==> src/rtl/elementwise_mult_scheduler_pkg.sv <==
// Shared types and helpers for the element-wise multiply scheduler.
// Latency: n/a (types and constant functions only).
// Backpressure: n/a.
package elementwise_mult_scheduler_pkg;

    // Scheduler control states: waiting for a vector, stepping chunks, holding a result.
    typedef enum logic [1:0] {
        IDLE = 2'd0,
        RUN  = 2'd1,
        DONE = 2'd2
    } state_t;

    // Chunk counter width; a single-chunk configuration still needs one bit.
    function automatic int chunk_cnt_width(input int chunks);
        return (chunks > 1) ? $clog2(chunks) : 1;
    endfunction

endpackage

==> src/rtl/elementwise_mult_scheduler_bank.sv <==
// Bank of NUM_INSTANCES unsigned N x N multipliers producing exact 2N-bit products.
// Latency: purely combinational, zero cycles.
// Backpressure: none; the scheduler decides when the products are captured.
module parallel_elementwise_multiplication #(
    parameter int N             = 8,
    parameter int NUM_INSTANCES = 2
) (
    input  logic [N*NUM_INSTANCES-1:0]   a,
    input  logic [N*NUM_INSTANCES-1:0]   b,
    output logic [2*N*NUM_INSTANCES-1:0] product
);

    for (genvar i = 0; i < NUM_INSTANCES; i++) begin : g_lane
        logic [2*N-1:0] a_ext;
        logic [2*N-1:0] b_ext;

        // Zero-extend so the multiply is carried out at full product width.
        assign a_ext = {{N{1'b0}}, a[i*N +: N]};
        assign b_ext = {{N{1'b0}}, b[i*N +: N]};
        assign product[i*2*N +: 2*N] = a_ext * b_ext;
    end

endmodule

==> src/rtl/elementwise_mult_scheduler.sv <==
// Streams a VEC_LEN-element vector multiply through a NUM_INSTANCES-lane bank, one chunk per cycle.
// Latency: accept edge t0, out_valid first high in the cycle after edge t0+CHUNKS; one vector per CHUNKS+2 cycles.
// Backpressure: in_ready only in IDLE; result held stable in DONE until out_ready, no same-cycle re-accept.
module elementwise_mult_scheduler
    import elementwise_mult_scheduler_pkg::*;
#(
    parameter int N             = 8,
    parameter int NUM_INSTANCES = 2,
    parameter int VEC_LEN       = 8
) (
    input  logic                     clk,
    input  logic                     rst_n,
    input  logic                     in_valid,
    output logic                     in_ready,
    input  logic [N*VEC_LEN-1:0]     in_a,
    input  logic [N*VEC_LEN-1:0]     in_b,
    output logic                     out_valid,
    input  logic                     out_ready,
    output logic [2*N*VEC_LEN-1:0]   out_result,
    output logic                     busy
);

    localparam int CHUNKS = VEC_LEN / NUM_INSTANCES;
    localparam int CW     = chunk_cnt_width(CHUNKS);
    localparam int LANE_W = N * NUM_INSTANCES;
    localparam int PROD_W = 2 * N * NUM_INSTANCES;
    localparam logic [CW-1:0] LAST_CHUNK = CW'(CHUNKS - 1);

    // A partial final chunk would leave elements unprocessed, so refuse to build.
    if (NUM_INSTANCES < 1 || VEC_LEN < NUM_INSTANCES || (VEC_LEN % NUM_INSTANCES) != 0) begin : g_bad_cfg
        $fatal(1, "VEC_LEN must be a non-zero multiple of NUM_INSTANCES");
    end

    state_t               state;
    state_t               state_nxt;
    logic [CW-1:0]        chunk;
    logic [N*VEC_LEN-1:0] a_reg;
    logic [N*VEC_LEN-1:0] b_reg;
    logic [LANE_W-1:0]    bank_a;
    logic [LANE_W-1:0]    bank_b;
    logic [PROD_W-1:0]    bank_p;
    logic [CHUNKS-1:0]    slice_we;
    logic                 accept;
    logic                 last_chunk;

    assign in_ready   = (state == IDLE);
    assign busy       = (state != IDLE);
    assign out_valid  = (state == DONE);
    assign accept     = in_valid && in_ready;
    assign last_chunk = (chunk == LAST_CHUNK);

    // State register; reset discards any vector in flight.
    always_ff @(posedge clk) begin
        if (!rst_n) begin
            state <= IDLE;
        end else begin
            state <= state_nxt;
        end
    end

    // Next-state: accept in IDLE, step chunks in RUN, hold until consumed in DONE.
    always_comb begin
        state_nxt = state;
        case (state)
            IDLE: if (in_valid)   state_nxt = RUN;
            RUN:  if (last_chunk) state_nxt = DONE;
            DONE: if (out_ready)  state_nxt = IDLE;
            default:              state_nxt = IDLE;
        endcase
    end

    // Operand capture on accept and chunk stepping while running.
    always_ff @(posedge clk) begin
        if (!rst_n) begin
            chunk <= '0;
            a_reg <= '0;
            b_reg <= '0;
        end else if (accept) begin
            chunk <= '0;
            a_reg <= in_a;
            b_reg <= in_b;
        end else if (state == RUN && !last_chunk) begin
            chunk <= chunk + CW'(1);
        end
    end

    // Select the current chunk's operand slices for the bank.
    always_comb begin
        bank_a = a_reg[int'(chunk)*LANE_W +: LANE_W];
        bank_b = b_reg[int'(chunk)*LANE_W +: LANE_W];
    end

    // One write enable per result slice, active for the chunk being processed.
    always_comb begin
        slice_we = '0;
        for (int k = 0; k < CHUNKS; k++) begin
            slice_we[k] = (state == RUN) && (chunk == CW'(k));
        end
    end

    parallel_elementwise_multiplication #(
        .N             (N),
        .NUM_INSTANCES (NUM_INSTANCES)
    ) u_bank (
        .a       (bank_a),
        .b       (bank_b),
        .product (bank_p)
    );

    // Result buffer: cleared on accept, filled slice by slice, frozen in DONE.
    always_ff @(posedge clk) begin
        if (!rst_n) begin
            out_result <= '0;
        end else if (accept) begin
            out_result <= '0;
        end else begin
            for (int k = 0; k < CHUNKS; k++) begin
                if (slice_we[k]) begin
                    out_result[k*PROD_W +: PROD_W] <= bank_p;
                end
            end
        end
    end

endmodule
==> config.mk <==
export PLATFORM = sky130hd
export DESIGN_NAME = elementwise_mult_scheduler
export DESIGN_NICKNAME = d
export VERILOG_FILES = /design/src/rtl/elementwise_mult_scheduler_pkg.sv /design/src/rtl/elementwise_mult_scheduler_bank.sv /design/src/rtl/elementwise_mult_scheduler.sv
export SDC_FILE = /design/constraint.sdc
export NUM_CORES = 1
export LEC_CHECK = 0
export ABC_AREA = 1
export CAP_MARGIN = 20
export CORE_ASPECT_RATIO = 1.5
export CORE_MARGIN = 1
export CORE_UTILIZATION = 35
export CTS_CLUSTER_DIAMETER = 200
export DETAILED_ROUTE_END_ITERATION = 16
export DONT_BUFFER_PORTS = 1
export PLACE_DENSITY = 0.47
export SETUP_SLACK_MARGIN = 0.2
export SLEW_MARGIN = 20
export SYNTH_ARGS = -nofsm -noshare
export SYNTH_HDL_FRONTEND = slang
export SYNTH_SLANG_ARGS = --single-unit
==> constraint.sdc <==
create_clock -name clk -period 8.39 [get_ports clk]
set_input_delay 2.0975 -clock clk [delete_from_list [all_inputs] [get_ports clk]]
set_output_delay 2.0975 -clock clk [all_outputs]
set_load 0.1 [all_outputs]
# --- Word level (Yosys, flattened, before mapping) ---
# Cells that the tools add are included.
op_classes:
  addsub: 1
  n_mul: 2
  div: 0
  magnitude_cmp: 0
  eq_ne: 8
  shifts: 2
  n_mux: 4
  bitwise_logic: 1
  reduce_logical: 12
op_table:
  columns: ["cell", "n"]
  rows:
  - ["$shiftx A64 B7 Y16", 2]
  - ["$mul A8 B8 Y16", 2]
  - ["$eq A2 B2 Y1 const B", 3]
  - ["$logic_and A1 B1 Y1", 6]
  - ["$mux W2", 3]
  - ["$pmux W2 S3", 1]
  - ["$eq A2 B1 Y1 const B", 2]
  - ["$logic_not A2 Y1", 2]
  - ["$ne A2 B2 Y1 const B", 2]
  - ["$reduce_and A3 Y1", 1]
  - ["$add A2 B1 Y2 const B", 1]
  - ["$ne A2 B1 Y1 const B", 1]
  - ["$reduce_bool A2 Y1", 1]
  - ["$reduce_or A2 Y1", 1]
  - ["$logic_not A1 Y1", 1]
  - ["$not A1 Y1", 1]
totals:
  register_bits: 260
  latch_bits: 0
  mem_bits_rw: 0
  romBits: 0
  elab_cells: 38
  memories: 0

# --- Longest topological paths before layout ---
# Gate-level depths: netlist (run 1).
depth:
  depth_word: 3
  ltp_mapped: 26

# --- By module ---
# A second synthesis (run 1) with hierarchy kept.
unflattened:
  hier_cells: 2146
  area_unflattened_um2: 15285.9
by_module_without_submodules:
  columns: ["mod", "instances", "cells_per_inst", "area_each_um2", "seq_area_each_um2"]
  rows:
  - ["elementwise_mult_scheduler", 1, 1386, 10466.3, 5205.0]
  - ["parallel_elementwise_multiplication", 1, 760, 4819.6, 0.0]

# --- Worst setup path before layout (run 1) ---
# No wires, ideal clock.
synth_path:
  path_kind: "register to register"
  from: "reg chunk[0]"
  to: "reg out_result[111]"
  setup_time_ns: 0.109
  t_arrival_ns: 4.389
  t_required_ns: 8.281
  slack_ns: 3.892
  stages_incl_launch_ff: 23
  cell_sequence: "dfxtp_1 buf_4 buf_4 nand2_1 a32oi_1 inv_2 nor2_1 fa_1 fa_1 fa_1 inv_1 fa_1 inv_1 ha_1 nand2_1 nor2_1 inv_1 nor2_1 nand2_1 nand4_1 nand3_1 nand2_1 inv_1"
synth_via:
  elab_chain_len: 2
  word_cells_on_any_way: 5
  cone_classes: "mul: 1; eq/ne: 1; shift: 2; reduce/logical: 1"
synth_rtl:
  columns: ["element", "line_no", "text"]
  rows:
  - ["start: declaration", "elementwise_mult_scheduler.sv:36", "logic [CW-1:0] chunk;"]
  - ["start signal: assignment", "elementwise_mult_scheduler.sv:83", "chunk <= chunk + CW'(1);"]
  - ["$shiftx A64 B7 Y16, or another cell as far along", "elementwise_mult_scheduler.sv:89", "bank_a = a_reg[int'(chunk)*LANE_W +: LANE_W];"]
  - ["$mul A8 B8 Y16 / $logic_and A1 B1 Y1 (equally long branches)", "elementwise_mult_scheduler_bank.sv:20, elementwise_mult_scheduler.sv:97", null]
  - ["end signal: indexed assignment", "elementwise_mult_scheduler.sv:119", "out_result[k*PROD_W +: PROD_W] <= bank_p;"]
  - ["end: declaration", "elementwise_mult_scheduler.sv:19", "output logic [2*N*VEC_LEN-1:0] out_result,"]
# Several ways; a longest one is shown, not always the timed one.
# A chain may end at the register's enable or synchronous reset.

# --- Final worst setup path (run 1) ---
layout_path:
  from: "reg chunk[0]"
  to: "reg out_result[91]"
# Same word-level chain as after synthesis.

==> results.py, run 1 <==
metrics = {
    "run_status": {
        "status": "finished clean",
    },
    "timing": {
        "fin_skew_ns": 0.01317,
        "tightest_slew_ns": 1.126,
        "setup_violations": 0,
        "rsz0062_at_grt": "no",
        "worst_hold_slack_ns": 0.4849,
        "timing.final.crit_share": 0.6713,
        "fmax_mhz": 177.6,
        "relSlewSlack": 0.2484,
        "finalSetupTns_ns": 0,
        "slew_viol_final": 0,
        "hold_viol": 0,
        "setup_ws_ns": 2.758,
        "min_period_ns": 5.632,
    },
    "critical_path": {
        "start_kind": "flop",
        "arrival_ns": 6.09,
        "cp_max_fo": 41,
        "worstSetupPathType": "reg -> reg",
        "r2r_slack_ns": 2.76,
        "startpoint": "chunk[0]",
        "ff2ff_path_depth": 21,
        "end_kind": "flop",
        "reg2reg_to": "out_result[91]",
        "r2r-start": "chunk[0]",
        "crit_required_ns": 8.85,
    },
    "final_layout": {
        "syn_to_final_growth_pct": 7.819,
        "fill_cells": 4576,
        "layout-drive-gt1-share": 0.03984,
        "antennaDiodeCount": 0,
        "fin_area_mm2": 0.01598,
        "final-instance-count-excl-fill": 2522,
        "largest_reg_flops": 128,
        "nets": 2219,
    },
    "clocking": {
        "cts-hold-fix-buffers": 0,
        "cts_made_buffers": 27,
        "post_cts_resized": 0,
        "cts_tree": "yes",
        "post_cts_buffers": 0,
        "clk_pin_slew_ns": 0.06,
        "cts_buffer_depth": 3,
        "cts.sinks": 260,
        "cts_max_level": 1,
        "clock_latency_ns": 0.56,
        "root_buffer": "clkbuf_16",
    },
    "synthesis": {
        "syn_inst": 2001,
        "avgSynthCellArea_um2": 7.405,
        "synth_top_area_frac": 0.3513,
        "yosys.area.top_type": "dfxtp_1",
        "syn_area_mm2": 0.01482,
        "ys.flop_type": "dfxtp_1",
        "async_reset_ff_frac": 0,
        "synth_edf_count": 0,
        "synth_area_leaders": "dfxtp_1, fa_1, nor2_1, nand2_1, inv_1",
        "ys_ff_latch": 260,
        "yosysWarnings": 0,
        "ys_seq_area_frac": 0.3513,
        "syn_nets": 2281,
        "synth.distinct_cells": 30,
    },
    "detailed_routing": {
        "first_pass_iters": 6,
        "wl_met2_mm": 21.16,
        "vias": 12220,
        "drt_iter0_markers": 589,
        "met3WireLength_mm": 3.008,
        "drcViolationCount": 0,
        "drt-met1-wl_mm": 18.67,
        "ant_nets": 0,
        "routed_wl_mm": 43.82,
        "via_per_inst": 4.845,
        "dr.max_layer_used": "met4",
        "wl_per_cell_um": 17.38,
    },
    "global_route": {
        "grt_max_degree": 130,
        "grt_overflow": 0,
        "grt_pass1_wl_mm": 68.23,
        "grt_pass1_vias": 11970,
        "grt_antenna_before_repair": 0,
        "grt_use_total": 0.2031,
    },
    "power": {
        "p_sw_mw": 1.227,
        "ir_drop_v": 0.0001186,
        "combPwrFrac": 0.233,
        "swShare": 0.3495,
        "p_leak_nw": 7.564,
        "power_frac_seq": 0.412,
        "clockPowerShare": 0.354,
        "intPower_mw": 2.284,
        "power_density_mw_per_mm2": 219.8,
    },
    "floorplan": {
        "dieArea_mm2": 0.04318,
        "die_x_um": 170.0,
        "fp.dieH_um": 254.0,
        "rows": 92,
        "ios": 263,
        "start_util": 0.3536,
        "coreArea_mm2": 0.04190,
    },
    "min_path": {
        "hold_depth": 2,
        "min_path_type": "reg -> reg",
        "whs_endpoint": "a_reg[42]",
        "worstHoldStart": "a_reg[42]",
    },
    "place": {
        "place_area_mm2": 0.01505,
        "place.gp.congestion": 0.8697,
        "portBuffers": 0,
        "dp_hpwl_mm": 33.44,
        "dpl_worst_slack_ns": 2.758,
        "numPlacedInstances": 2473,
    },
    "flow_run": {
        "cap_viol_max_count": 0,
    },
}
## power by group through the flow
| stage | combinational, mW | clock, mW | sequential, mW |
|---|---|---|---|
| finish | 0.819 | 1.24 | 1.45 |
| detailed placement | 0.827 | 0 | 1.48 |
| global placement | 0.821 | 0 | 1.48 |
| CTS | 0.833 | 1.28 | 1.45 |
| global route | 0.947 | 1.32 | 1.45 |
| floorplan | 0.624 | 0 | 1.45 |
## worst max-delay path by stage
stage	endpoint	slack [ns]
floorplan	out_result[111]	3.89
global placement	out_result[27]	2.80
detailed placement	out_result[91]	2.76
CTS	out_result[91]	2.73
global route	out_result[91]	2.27
finish	out_result[91]	2.76
## worst max-delay path, cell delays in order (launching register included)
cell and delay [ns]:
dfxtp_2 0.32, inv_2 0.49, buf_4 0.40, nand2_1 0.09
a32oi_1 0.48, inv_1 0.22, nor2_1 0.19, fa_1 0.46
fa_1 0.50, fa_1 0.49, inv_1 0.05, fa_1 0.47
inv_1 0.04, ha_1 0.33, nand2_1 0.10, nand2_1 0.08
nand2_1 0.07, nand2_1 0.08, o21bai_1 0.39, nand3_1 0.14
nand2_1 0.09, inv_1 0.03
## cells by family after synthesis
family / count (synthesis) / share of synthesized area
XOR/XNOR: 8 / 0.004729
adder cells (fa/ha/maj): 148 / 0.1615
flip-flops: 260 / 0.3513
buffers and inverters: 380 / 0.1087
AND/OR/NAND/NOR: 821 / 0.2200
AO/OA/AOI/OAI: 384 / 0.1539
## placed cells by master, fill, tap and decap left out
master / count
o21ai_1: 5
o21a_1: 48
clkinv_4: 2
clkbuf_8: 5
inv_2: 11
buf_8: 1
buf_4: 7
fa_1: 72
bufinv_16: 3
a21o_1: 3
a21oi_1: 95
dfxtp_2: 1
nand2_1: 341
nand3_1: 84
clkinv_2: 6
inv_1: 267
a32oi_2: 3
nor2_4: 2
dfxtp_1: 259
o211ai_1: 8
inv_6: 1
a32oi_1: 27
xor2_1: 6
o21bai_1: 26
buf_16: 1
nand2_4: 5
a32o_1: 2
nor2_1: 378
nand4_1: 9
o21ai_0: 167
buf_1: 1
inv_4: 1
ha_1: 76
clkbuf_16: 27
nor2_2: 2
xnor2_1: 2
clkbuf_1: 4
## cells in the mapped netlist, types with 26 or more instances
master and n:
nor2_1 379, nand2_1 341, inv_1 268, dfxtp_1 260
o21ai_0 167, a21oi_1 95, nand3_1 84, ha_1 76
fa_1 72, o21a_1 48, buf_2 35, clkbuf_1 32
buf_4 29, a32oi_1 27, o21bai_1 26
## layer usage
| layer | vias up | GRT usage |
|---|---|---|
| met5 | - | 0 |
| met4 | 0 | 0.05689 |
| met3 | 46 | 0.04485 |
| met2 | 330 | 0.3585 |
| met1 | 5656 | 0.2450 |
| li1 | 6187 | - |
## area by class of cell
type / instances / area, µm² / share of cell area
timing repair buffer: 10 / 98.84 / 0.006187
clock buffer: 36 / 759.5 / 0.04754
sequential: 260 / 5206 / 0.3259
inverter: 279 / 1050 / 0.06571
clock inverter: 12 / 146.4 / 0.009164
tap: 564 / 705.7 / 0.04417
multi-input combinational: 1361 / 8009 / 0.5013
## metrics by stage
| step | total power [mW] | utilization |
|---|---|---|
| 2_1_floorplan | 2.078 | - |
| 4_1_cts | 3.559 | 0.3809 |
| 3_3_place_gp | 2.296 | 0.3585 |
| 6_report | 3.511 | 0.3813 |
| 3_5_place_dp | 2.302 | 0.3593 |
| 5_1_grt | 3.724 | 0.3813 |
(Power assumes the default switching activity.)
==> run 2: changes to the inputs <==
==> constraint.sdc (replaced) <==
create_clock -name clk -period 5.6 [get_ports clk]
set_input_delay 1.4 -clock clk [delete_from_list [all_inputs] [get_ports clk]]
set_output_delay 1.4 -clock clk [all_outputs]
set_load 0.1 [all_outputs]
==> results.py, run 2 (same netlist as run 1, synthesis figures left out) <==
metrics = {
    "floorplan": {
        "rows": 92,
        "dieArea_mm2": 0.04318,
        "start_util": 0.3536,
        "die_x_um": 170.0,
        "fp.dieH_um": 254.0,
        "ios": 263,
        "coreArea_mm2": 0.04190,
    },
    "power": {
        "power_density_mw_per_mm2": 326.6,
        "p_leak_nw": 7.625,
        "ir_drop_v": 0.0001981,
        "fin_total_pwr_mw": 5.292,
    },
    "critical_path": {
        "cp.depth": 22,
        "cp_common_cell": "nand2_1",
        "end_kind": "flop",
        "critPathTopFamily": "adder cells",
        "crit_required_ns": 6.06,
        "ff2ff_path_depth": 22,
        "cp_max_fo": 40,
        "path_buf_inv": 7,
        "slowest_delay_ns": 0.53,
        "start_kind": "flop",
        "cp_slowest_cell": "a32oi_1",
        "path_cells": "inv_4 > buf_12 > nand2_1 > a32oi_1 > inv_2 > nor2_1 > fa_1 > fa_1 > fa_1 > inv_1 > fa_1 > inv_1 > ha_1 > nand2_1 > inv_1 > nand2_1 > nor2_1 > nand2_1 > nand4_1 > nand3_1 > nand2_1 > inv_1",
        "arrival_ns": 5.53,
        "worstSetupPathType": "reg -> reg",
    },
    "min_path": {
        "hold_depth": 2,
        "min_path_type": "reg -> reg",
    },
    "final_layout": {
        "layout_common_cells": "nor2_1, nand2_1, inv_1",
        "largest_reg_flops": 128,
        "antennaDiodeCount": 0,
        "nets": 2227,
        "final_common_cell": "nor2_1",
        "layout-drive-gt1-share": 0.05186,
        "syn_to_final_growth_pct": 9.365,
    },
    "clocking": {
        "clk_pin_slew_ns": 0.07,
        "clock_latency_ns": 0.56,
        "cts_max_level": 1,
        "cts_made_buffers": 27,
        "cts_buffer_depth": 3,
        "cts_tree": "yes",
        "post_cts_buffers": 0,
        "root_buffer": "clkbuf_16",
        "cts.sinks": 260,
    },
    "timing": {
        "rsz0062_at_grt": "no",
        "worst_hold_slack_ns": 0.4805,
        "timing.final.crit_share": 0.9057,
        "tightest_slew_ns": 1.111,
        "setup_violations": 0,
        "min_period_ns": 5.072,
        "fmax_mhz": 197.2,
        "slew_viol_final": 0,
        "fin_skew_ns": 0.01223,
        "relSlewSlack": 0.2582,
        "finalSetupTns_ns": 0,
        "hold_viol": 0,
    },
    "global_route": {
        "grt_overflow": 0,
        "grt_max_degree": 130,
        "grt_antenna_before_repair": 0,
        "grt_pass1_vias": 11850,
        "grt_pass1_wl_mm": 66.73,
        "grt_use_total": 0.1992,
    },
    "place": {
        "place.gp.congestion": 0.8733,
        "portBuffers": 0,
        "dp_hpwl_mm": 32.85,
    },
    "detailed_routing": {
        "drcViolationCount": 0,
        "drt_iter0_markers": 530,
        "via_per_inst": 4.844,
        "vias": 12260,
        "ant_nets": 0,
        "first_pass_iters": 4,
        "routed_wl_mm": 43.71,
        "wl_per_cell_um": 17.27,
    },
    "run_status": {
        "status": "finished clean",
    },
    "flow_run": {
        "cap_viol_max_count": 0,
    },
}
[run 2: cell count changes in the layout (fill, tap and decap cells not counted), moves of 3 or more]
cell / before / now
a32oi_2: 3 / 10
buf_12: 0 / 3
buf_4: 7 / 11
inv_1: 267 / 262
clkinvlp_4: 0 / 4
a32oi_1: 27 / 18
[run 2: per-layer routing]
metal,routed length [µm],global-route usage,vias up
met3,2770,0.03971,54
met5,0,0,-
met4,964,0.05534,0
li1,-,-,6220
met1,18750,0.2406,5691
met2,21220,0.3547,295
[run 2: repair_timing]
action	CTS	global route
setup endpoints to repair	0	27
hold buffers	0	0
resized for setup	0	22
[run 2: metrics by stage]
step	setup slack [ns]	util	instance area (µm²)	std cells
final	0.5284	0.3867	16200	2531
after global routing	0.2027	0.3867	16200	2531
after CTS	0.2727	0.3834	16070	2530
after detailed placement	0.2838	0.3617	15160	2481
after global placement	0.2999	0.3611	15130	2480
after floorplan	1.102	-	14820	2001
[run 2: worst reg2reg max path: stages (launching register included)]
cell,delay (ns)
dfxtp_2,0.38
inv_4,0.14
buf_12,0.22
nand2_1,0.10
a32oi_1,0.53
inv_2,0.19
nor2_1,0.18
fa_1,0.47
fa_1,0.50
fa_1,0.50
inv_1,0.05
fa_1,0.47
inv_1,0.04
ha_1,0.35
nand2_1,0.09
inv_1,0.09
nand2_1,0.09
nor2_1,0.12
nand2_1,0.08
nand4_1,0.16
nand3_1,0.10
nand2_1,0.09
inv_1,0.03
[run 2: layout make-up]
class / instances / area (µm²)
clock buffer: 36 / 759.5
sequential: 260 / 5206
fill: 4531 / 25700
tap: 564 / 705.7
inverter: 279 / 1055
timing repair buffer: 18 / 221.5
multi-input combinational: 1361 / 8107
clock inverter: 13 / 150.1
[run 2: where the power goes]
group          internal [mW]  total (mW)  switching (mW)  leakage (nW)
Clock                   1.09        1.86           0.771         0.440
Sequential              1.95        2.17           0.215          2.13
Combinational          0.409        1.27           0.858          5.06
[run 2: final timing paths]
path	from	slack [ns]	endpoint
setup / recovery	chunk[0]	0.53	out_result[31]
hold / removal	a_reg[3]	0.48	a_reg[3]
setup reg to reg	chunk[0]	0.53	out_result[31]
hold reg to reg	a_reg[3]	0.48	a_reg[3]
==> run 3: changes to the inputs <==
--- a/config.mk
+++ b/config.mk
@@ -9,11 +9,11 @@
 export CAP_MARGIN = 20
 export CORE_ASPECT_RATIO = 1.5
 export CORE_MARGIN = 1
-export CORE_UTILIZATION = 35
+export CORE_UTILIZATION = 24
 export CTS_CLUSTER_DIAMETER = 200
 export DETAILED_ROUTE_END_ITERATION = 16
 export DONT_BUFFER_PORTS = 1
-export PLACE_DENSITY = 0.47
+export PLACE_DENSITY_LB_ADDON = 0.3
 export SETUP_SLACK_MARGIN = 0.2
 export SLEW_MARGIN = 20
 export SYNTH_ARGS = -nofsm -noshare
==> results.py, run 3 (same netlist as run 1, synthesis figures left out) <==
metrics = {
    "power": {
        "ir_drop_v": 0.0001918,
        "p_leak_nw": 7.707,
        "power_density_mw_per_mm2": 330.3,
    },
    "final_layout": {
        "layout-drive-gt1-share": 0.05314,
        "antennaDiodeCount": 0,
        "final-instance-count-excl-fill": 2767,
        "syn_to_final_growth_pct": 11.78,
        "final_util": 0.2710,
        "layout_common_cells": "nor2_1, nand2_1, inv_1",
        "fill_cells": 6743,
        "nets": 2236,
        "final_common_cell": "nor2_1",
        "largest_reg_flops": 128,
        "fin_area_mm2": 0.01656,
    },
    "critical_path": {
        "cp_max_fo": 32,
        "r2r-start": "chunk[0]",
        "worstSetupPathType": "reg -> reg",
        "cp_slowest_cell": "fa_1",
        "arrival_ns": 5.53,
        "reg2reg_to": "out_result[59]",
        "r2r_slack_ns": 0.54,
        "start_kind": "flop",
        "ff2ff_path_depth": 22,
        "cp_common_cell": "inv_1",
        "slowest_delay_ns": 0.58,
        "end_kind": "flop",
        "crit_required_ns": 6.06,
        "path_cells": "clkinv_2 > buf_12 > nand2_1 > a32oi_2 > buf_4 > inv_1 > nor2_1 > fa_1 > fa_1 > fa_1 > inv_1 > fa_1 > inv_1 > ha_1 > nand2_1 > inv_1 > nand2_1 > nor2_1 > o21bai_1 > nand3_1 > nand2_1 > inv_1",
    },
    "detailed_routing": {
        "vias": 12440,
        "drcViolationCount": 0,
        "met3WireLength_mm": 3.052,
        "ant_nets": 0,
        "via_per_inst": 4.495,
        "routed_wl_mm": 47.57,
        "first_pass_iters": 5,
        "drt-met1-wl_mm": 20.32,
        "wl_per_cell_um": 17.19,
        "wl_met2_mm": 23.29,
        "dr.max_layer_used": "met4",
        "drt_iter0_markers": 869,
    },
    "clocking": {
        "clk_pin_slew_ns": 0.06,
        "cts_buffer_depth": 3,
        "cts_made_buffers": 27,
        "root_buffer": "clkbuf_16",
        "cts.sinks": 260,
        "cts_tree": "yes",
        "cts_max_level": 1,
        "clock_latency_ns": 0.56,
        "cts-hold-fix-buffers": 0,
    },
    "global_route": {
        "grt_overflow": 0,
        "grt_pass1_wl_mm": 71.86,
        "grt_pass1_vias": 11960,
        "grt_max_degree": 130,
        "grt_antenna_before_repair": 0,
        "grt_use_total": 0.1484,
    },
    "timing": {
        "finalSetupTns_ns": 0,
        "setup_ws_ns": 0.5351,
        "hold_viol": 0,
        "tightest_slew_ns": 1.083,
        "fin_skew_ns": 0.01370,
        "fmax_mhz": 197.4,
        "relSlewSlack": 0.2768,
        "rsz0062_at_grt": "yes",
        "min_period_ns": 5.065,
        "setup_violations": 0,
        "timing.final.crit_share": 0.9044,
        "slew_viol_final": 0,
    },
    "place": {
        "place.gp.congestion": 0.8975,
        "dp_hpwl_mm": 36.80,
        "portBuffers": 0,
        "numPlacedInstances": 2716,
        "place_area_mm2": 0.01548,
        "dpl_worst_slack_ns": 0.4577,
    },
    "min_path": {
        "whs_endpoint": "b_reg[20]",
        "min_path_type": "reg -> reg",
        "worstHoldStart": "b_reg[20]",
        "hold_depth": 2,
    },
    "floorplan": {
        "start_util": 0.2425,
        "dieArea_mm2": 0.06276,
        "ios": 263,
        "fp.dieH_um": 306.3,
        "coreArea_mm2": 0.06111,
        "die_x_um": 204.9,
        "rows": 111,
    },
    "flow_run": {
        "cap_viol_max_count": 0,
    },
    "run_status": {
        "status": "finished clean",
    },
}
-- run 3: cell types whose count changed in the layout (fill, tap and decap cells not counted), sizes merged --
cell,change
buf,+10
clkinvlp,-4
bufinv,+2
inv,+1
-- run 3: metal layers --
layer | up-vias | global-route usage
met4 | 0 | 0.03686
li1 | 6232 | -
met3 | 41 | 0.02902
met2 | 330 | 0.2608
met1 | 5836 | 0.1829
met5 | - | 0
-- run 3: how the worst max path moves through the flow --
stage	start	end	slack [ns]	cells past startpoint
2_1_floorplan	chunk[0]	out_result[111]	1.10	22
3_3_place_gp	chunk[0]	out_result[91]	0.45	22
3_5_place_dp	chunk[0]	out_result[27]	0.46	22
4_1_cts	chunk[0]	out_result[15]	0.44	21
5_1_grt	chunk[1]	out_result[15]	0.20	23
6_report	chunk[0]	out_result[59]	0.54	22
-- run 3: repair_timing --
item	in CTS	in global routing
gates resized for setup	0	13
setup buffers	0	1
setup endpoints to repair	0	24
-- run 3: cell type report --
| cell class | instances | area, µm² | share of cell area |
|---|---|---|---|
| Clock buffer | 37 | 773.2 | 0.04669 |
| Timing Repair Buffer | 27 | 271.5 | 0.01639 |
| Inverter | 279 | 1051 | 0.06346 |
| Tap cell | 791 | 989.7 | 0.05976 |
| Multi-Input combinational cell | 1361 | 8078 | 0.4877 |
| Clock inverter | 12 | 192.7 | 0.01163 |
| Sequential cell | 260 | 5206 | 0.3143 |
-- run 3: metrics by stage --
step / total power [mW] / hold WS, ns
floorplan: 3.114 / 0.4549
global placement: 3.520 / 0.4674
detailed placement: 3.534 / 0.4717
CTS: 5.550 / 0.4869
global route: 5.793 / 0.5042
finish: 5.470 / 0.4818
-- run 3: worst max-delay path: cells and delay by family, from the launching register on --
family / cells / cell delay (ns)
and+or+nand+nor: 7 / 0.71
buffers and inverters: 8 / 1.06
adders and majority gates: 5 / 2.32
AOI/OAI and AO/OA: 2 / 0.48
DFF: 1 / 0.37
-- run 3: power by group --
group	switching [mW]	total [mW]	internal [mW]
registers	0.216	2.17	1.95
clock network	0.789	1.98	1.19
logic	0.899	1.32	0.421
total	1.90	5.47	3.57
